[src/rtl/hazard_ctrl.sv]
// Hazard/stall controller: load-use, jr/jalr, jumps, taken branches, mul hold.
// Optional perf counters enabled by defining HAZARD_PERF_EN.
module hazard_ctrl #(
   parameter int MUL_CYCLES = 4
) (
   input  logic       clk,
   input  logic       reset,
   input  logic [4:0] id_rs,
   input  logic [4:0] id_rt,
   input  logic       id_uses_rt,
   input  logic [1:0] id_pcsrc,
   input  logic       ex_memread,
   input  logic       ex_regwrite,
   input  logic [4:0] ex_wreg,
   input  logic       ex_is_mul,
   input  logic       ex_branch_taken,
   input  logic       mem_memread,
   input  logic [4:0] mem_wreg,
   output logic       pc_write,
   output logic [1:0] pc_sel,
   output logic       if_id_write,
   output logic       if_id_flush,
   output logic       id_ex_write,
   output logic       id_ex_flush,
   output logic       ex_mem_bubble,
   output logic       mul_done
`ifdef HAZARD_PERF_EN
   ,
   output logic [15:0] perf_stall_cycles,
   output logic [15:0] perf_flushes
`endif
);

   typedef enum logic {RUN, MUL_WAIT} state_t;

   localparam logic [3:0] CNT_INIT = 4'(MUL_CYCLES - 1);

   state_t     state, state_nx;
   logic [3:0] cnt, cnt_nx;
   logic       mul_stall;
   logic       load_use;
   logic       jr_haz;

   always_ff @(posedge clk) begin
      if (reset) begin
         state <= RUN;
         cnt   <= 4'd0;
      end else begin
         state <= state_nx;
         cnt   <= cnt_nx;
      end
   end

   // $0 is hardwired, so a zero destination never creates a dependency
   always_comb begin
      mul_stall = ((state == RUN) && ex_is_mul) ||
                  ((state == MUL_WAIT) && (cnt > 4'd1));
      load_use  = ex_memread && (ex_wreg != 5'd0) &&
                  ((ex_wreg == id_rs) ||
                   (id_uses_rt && (ex_wreg == id_rt)));
      jr_haz    = (id_pcsrc == 2'b10) &&
                  ((ex_regwrite && (ex_wreg != 5'd0) &&
                    (ex_wreg == id_rs)) ||
                   (mem_memread && (mem_wreg != 5'd0) &&
                    (mem_wreg == id_rs)));
   end

   always_comb begin
      state_nx = state;
      cnt_nx   = cnt;
      mul_done = 1'b0;
      unique case (state)
         RUN: begin
            if (ex_is_mul) begin
               state_nx = MUL_WAIT;
               cnt_nx   = CNT_INIT;
            end
         end
         MUL_WAIT: begin
            if (cnt > 4'd1) begin
               cnt_nx = cnt - 4'd1;
            end else begin
               state_nx = RUN;
               cnt_nx   = 4'd0;
               mul_done = !reset;
            end
         end
         default: begin
            state_nx = RUN;
            cnt_nx   = 4'd0;
         end
      endcase
   end

   always_comb begin
      pc_write      = 1'b1;
      pc_sel        = 2'b00;
      if_id_write   = 1'b1;
      if_id_flush   = 1'b0;
      id_ex_write   = 1'b1;
      id_ex_flush   = 1'b0;
      ex_mem_bubble = 1'b0;
      if (reset) begin
         pc_write = 1'b1;
      end else if (mul_stall) begin
         pc_write      = 1'b0;
         if_id_write   = 1'b0;
         id_ex_write   = 1'b0;
         ex_mem_bubble = 1'b1;
      end else if (ex_branch_taken) begin
         pc_sel      = 2'b11;
         if_id_flush = 1'b1;
         id_ex_flush = 1'b1;
      end else if (load_use || jr_haz) begin
         pc_write    = 1'b0;
         if_id_write = 1'b0;
         id_ex_flush = 1'b1;
      end else if (id_pcsrc != 2'b00) begin
         pc_sel      = id_pcsrc;
         if_id_flush = 1'b1;
      end
   end

`ifdef HAZARD_PERF_EN
   always_ff @(posedge clk) begin
      if (reset) begin
         perf_stall_cycles <= 16'd0;
         perf_flushes      <= 16'd0;
      end else begin
         if (!pc_write && (perf_stall_cycles != 16'hFFFF))
            perf_stall_cycles <= perf_stall_cycles + 16'd1;
         if (if_id_flush && (perf_flushes != 16'hFFFF))
            perf_flushes <= perf_flushes + 16'd1;
      end
   end
`endif

endmodule
[config.mk]
export PLATFORM = sky130hd
export DESIGN_NAME = hazard_ctrl
export DESIGN_NICKNAME = d
export VERILOG_FILES = /design/src/rtl/hazard_ctrl.sv
export SDC_FILE = /design/constraint.sdc
export NUM_CORES = 1
export LEC_CHECK = 0
export CAP_MARGIN = 10
export CORE_MARGIN = 1
export CORE_UTILIZATION = 29
export DETAILED_ROUTE_END_ITERATION = 10
export GPL_ROUTABILITY_DRIVEN = 0
export HOLD_SLACK_MARGIN = 0.05
export PLACE_DENSITY_LB_ADDON = 0.1
export REMOVE_ABC_BUFFERS = 1
export SLEW_MARGIN = 20
export SYNTH_ARGS = -nofsm -noshare
export SYNTH_HDL_FRONTEND = slang
export SYNTH_SLANG_ARGS = --single-unit
[constraint.sdc]
create_clock -name clk -period 3.3 [get_ports clk]
set_clock_uncertainty 0.05 [all_clocks]
set_input_delay 0.99 -clock clk [delete_from_list [all_inputs] [get_ports clk]]
set_output_delay 0.99 -clock clk [all_outputs]
set_load 0.1 [all_outputs]
Yosys cells after proc, flatten, opt, wreduce, memory -nomap -nowiden
Index checks and enable logic that the tools add are counted.
{ "classes": {"addsub": 1, "magnitude_cmp": 1, "n_eq_ne": 5, "muxes": 30, "bitwise": 1, "reduce_logical": 18} }
{ "ops": {"columns": ["op", "count"], "rows": [
  ["1-bit two-way mux", 21],
  ["5-bit equality test", 3],
  ["1-bit logical AND", 10],
  ["2-bit two-way mux", 5],
  ["5-bit nonzero test", 2],
  ["4-bit two-way mux", 2],
  ["4-bit case mux with 2 select lines", 1],
  ["4-bit by 1-bit > comparator with 1-bit output, second input constant", 1],
  ["1-bit logical OR", 4],
  ["4-bit by 1-bit subtractor with 4-bit output, second input constant", 1],
  ["2-bit equality test, second input constant", 1],
  ["2-bit inequality test, second input constant", 1],
  ["1-bit case mux with 2 select lines", 1],
  ["2-bit nonzero test", 1],
  ["1-bit zero test", 1],
  ["1-bit inverter", 1]
]} }
{ "word_totals": {"reg_bits": 5, "in_bits": 30, "word_cells": 58} }

Longest topological paths before layout
{ "logic_depth": {"ltp_word": 10, "ltp_mapped": 7, "depth_no_buf": 7} }

Worst setup path before layout
OpenSTA, ideal clock, no wires.
{ "synth_path": {"kind": "in2out", "start": "input reset", "end": "output pc_write", "arrival_ps": 5288, "setup_slack_ps": -3028, "cell_stages": 4, "path_cell_list": "buf_1 nor3_1 a21oi_1 buf_4"} }
{ "synth_between": {"elab_chain_len": 1} }
{ "synth_rtl": {"columns": ["item", "line_no", "source"], "rows": [
  ["from (decl)", "7", "input logic reset,"],
  ["1-bit two-way mux", null, null],
  ["to (decl)", "19", "output logic pc_write,"]
]} }
No other way between the ends.

Final worst setup path
{ "layout_path": {"start": "input mem_wreg[4]", "end": "output if_id_flush"} }
{ "layout_between": {"elab_chain_len": 10, "word_cells_on_any_way": 11, "classes_between": "eq/ne: 1; mux: 4; reduce/logical: 6"} }
{ "layout_rtl": {"columns": ["item", "line_no", "source"], "rows": [
  ["from (decl)", "18", "input logic [4:0] mem_wreg,"],
  ["5-bit nonzero test", "64", "(mem_memread && (mem_wreg != 5'd0) &&"],
  ["1-bit logical AND", "64", null],
  ["1-bit logical AND *", "64", null],
  ["1-bit logical OR *", "63", "(ex_wreg == id_rs)) ||"],
  ["1-bit logical AND *", "61", "jr_haz = (id_pcsrc == 2'b10) &&"],
  ["1-bit logical OR *", "114", "end else if (load_use || jr_haz) begin"],
  ["1-bit two-way mux *", "114", null],
  ["1-bit two-way mux *", "110", "end else if (ex_branch_taken) begin"],
  ["1-bit two-way mux *", "105", "end else if (mul_stall) begin"],
  ["1-bit two-way mux *", "103", "if (reset) begin"],
  ["to (decl)", "22", "output logic if_id_flush,"]
]} }
Every way passes the cells marked *; elsewhere a longest branch is shown, timed or not.

==> impl_metrics.py <==
metrics = {
    "status": {
        "outcome": "complete, but fails checks",
        "violations": "negative setup slack",
    },
    "clock_tree": {
        "cts_tree": "built",
        "cts_max_level": 1,
        "path_clk_slew_ns": 0.04,
        "cts_buffers": 3,
        "clk_latency_ns": 0.25,
        "clockBufferDepth": 2,
        "cts_sinks": 5,
        "cts_hold_buf": 0,
        "clockRootBuffer": "clkbuf_4",
    },
    "power_and_ir_drop": {
        "pwr-share-seq_pct": 18.0,
        "ir_worst_vdd_mv": 0.234,
        "clockPowerShare_pct": 17.4,
        "internal_power_uw": 228,
        "pwr-share-comb_pct": 64.6,
        "p_total_uw": 416,
        "leakagePower_nw": 0.555,
        "sw_frac_of_total_pct": 45.3,
        "p_sw_uw": 188,
        "power.density_nw_per_um2": 324,
    },
    "timing": {
        "min_period_ns": 3.43,
        "rsz0062_at_grt": "yes",
        "relSlewSlack_pct": 73.7,
        "fin_ws_ns": -0.135,
        "setup_violations": 5,
        "finalCritPeriodShare_pct": 104,
        "fmax_mhz": 291,
        "slew_violations": 0,
        "worst_pin_slew_ns": 0.391,
        "hold_viol_final": 0,
    },
    "cells_and_area": {
        "drive_gt1_share_pct": 42.8,
        "layout_common_cells": "buf_4 (19), xor2_1 (9), buf_2 (9), buf_12 (9), dlygate4sd2_1 (8)",
        "syn2layout_area_growth_pct": 116,
        "fin_nets": 171,
        "diodes": 0,
        "post-route-util_pct": 70.5,
        "fill_cells": 153,
        "final_common_cell": "buf_4",
    },
    "critical_path": {
        "crit_slowest_cell": "or4_1",
        "cp_max_fo": 4,
        "rrSetupSlack_ns": 1.75,
        "cpPeakStageDelay_ns": 0.51,
        "rr_worst_depth": 5,
        "path_cells": "buf_6, or4_1, nor2_1, or3_4, o211ai_4, buf_6, a21oi_4, buf_12",
        "cp-end-kind": "output port",
        "critPathLaunch": "mem_wreg[4]",
        "path_delay_family": "simple AND/OR/NAND/NOR gates",
        "arrival_ns": 2.39,
        "worstSetupPathType": "in2out",
        "critical_path_buf_inv_count": 3,
        "required_ns": 2.26,
        "cpMostUsedCell": "buf_6",
        "startpoint_type": "input pin",
        "timing.rr.start": "cnt[0]$_SDFFE_PP0P_",
        "r2r-end": "cnt[1]$_SDFFE_PP0P_",
    },
    "synthesis": {
        "synth_top_area_share_pct": 16.9,
        "synth_area_leader_cell": "dfxtp_1",
        "synth-edff-count": 0,
        "ys_warn_count": 0,
        "async_flop_share_pct": 0,
        "ys_top_cells_by_area": "dfxtp_1 (17%), xor2_1 (13%), xnor2_1 (8.9%)",
        "postSynthCellCount": 79,
        "ys_types": 29,
        "postSynthAreaPerCell_sq_um": 7.51,
        "syn_area_sq_um": 593,
        "synth-seq-cells": 5,
        "ys_seq_area_share_pct": 16.9,
        "yosys_most_used_dff": "dfxtp_1",
    },
    "floorplanning": {
        "initial_utilization_pct": 32.6,
        "coreArea_sq_um": 1820,
        "io_pins": 39,
        "die_area_sq_um": 2230,
        "rows": 15,
        "die_h_um": 47.2,
        "die_w_um": 47.2,
    },
    "run": {
        "drv_cap": 0,
    },
    "drt": {
        "drt-initial-drc-count": 2,
        "wire_per_inst_um": 11.6,
        "vias_per_cell": 4.73,
        "wirelength_um": 1900,
        "postRouteAntennaNets": 0,
        "drtPass1Iterations": 4,
        "drc_errors": 0,
        "vias": 771,
    },
    "grt": {
        "grt_max_degree": 11,
        "antenna_found_initial": 0,
        "grt_pass1_wl_um": 3040,
        "gr-total-overflow": 0,
        "grt_pass1_vias": 772,
        "track_usage_pct": 19.2,
    },
    "hold_path": {
        "min_path_type": "reg2reg",
        "min-delay-start": "cnt[3]$_SDFFE_PP0P_",
        "holdPathStages": 2,
        "holdPathEnd": "cnt[3]$_SDFFE_PP0P_",
    },
    "placement": {
        "io_buffers": 38,
        "hpwl_um": 1550,
    },
}
-- layout make-up --
class	count	area [sq um]	share of cell area, %
repair buffers	58	569	44.3
multi-input cells	66	537	41.8
flip-flops and latches	5	100	7.80
well taps	25	31.3	2.44
clock buffers	3	22.5	1.75
inverters	5	18.8	1.46
clock inverters	1	5.00	0.390
-- synth_stat cells (2+ instances only) --
master,number
nand3_1,2
o21ai_0,3
a2111oi_0,2
nand4b_1,2
nor2b_1,4
a21oi_1,5
nor2_1,6
ha_1,2
dfxtp_1,5
nand2_1,6
nor3_1,7
inv_1,5
xor2_1,9
xnor2_1,6
-- power groups by stage --
stage	clock network (mW)	registers [mW]	logic, mW
after floorplan	0	0.0739	0.138
after global placement	0	0.0751	0.263
after detailed placement	0	0.0763	0.267
after CTS	0.0740	0.0748	0.266
after global routing	0.0769	0.0756	0.283
final	0.0721	0.0748	0.269
-- registers in the layout, summed over array words and instances, names as in the netlist --
signal  cells
cnt         4
state       1
-- through the flow --
stage          TNS (ns)  cell area (sq um)  cells  setup WS [ns]  hold WS (ns)
5_1_grt          -0.867               1280    163         -0.186         0.522
2_1_floorplan    -12.88                577     76          -3.34         0.452
3_5_place_dp      -2.75               1230    159         -0.497         0.498
6_report         -0.578               1280    163         -0.135         0.499
3_3_place_gp      -2.73               1230    159         -0.506         0.471
4_1_cts          -0.664               1270    163         -0.144         0.504
-- kinds of logic after synthesis --
family	Yosys count	synth area share [%]
simple gates	32	31.0
fa+ha+maj	2	4.22
xor+xnor	15	22.2
flops	5	16.9
compound gates	17	19.8
buf+inv	8	5.91
-- metal layers --
metal | part of all wire (%) | vias to the layer above | global-route usage [%]
li1 | - | 400 | -
met1 | 43 | 355 | 20.5
met2 | 54 | 16 | 35.9
met3 | 3.2 | 0 | 3.46
met4 | 0 | 0 | 8.57
met5 | 0 | - | 0
-- tightest hold or removal path, delay by kind of cell (launching register included) --
kind,cells,cell delay (ns)
DFF,1,0.35
AOI/OAI and AO/OA,2,0.15
-- worst max-delay path by stage --
stage,end,slack (ns),cells after the start
final,if_id_flush,-0.13,8
after CTS,if_id_flush,-0.14,8
after floorplan,if_id_write,-3.34,3
after global placement,if_id_write,-0.51,8
after detailed placement,if_id_write,-0.50,8
after global routing,id_ex_flush,-0.19,7
-- timing repair --
| action | CTS | global route |
|---|---|---|
| resized for setup | 80 | 7 |
| hold endpoints to repair | 0 | 0 |
| pin swaps | 19 | 5 |
| cloned | 0 | 0 |
| buffers inserted | 1 | 0 |
| endpoints found under the setup margin | 7 | 7 |
No activity file was read; power rests on OpenSTA's default activity.
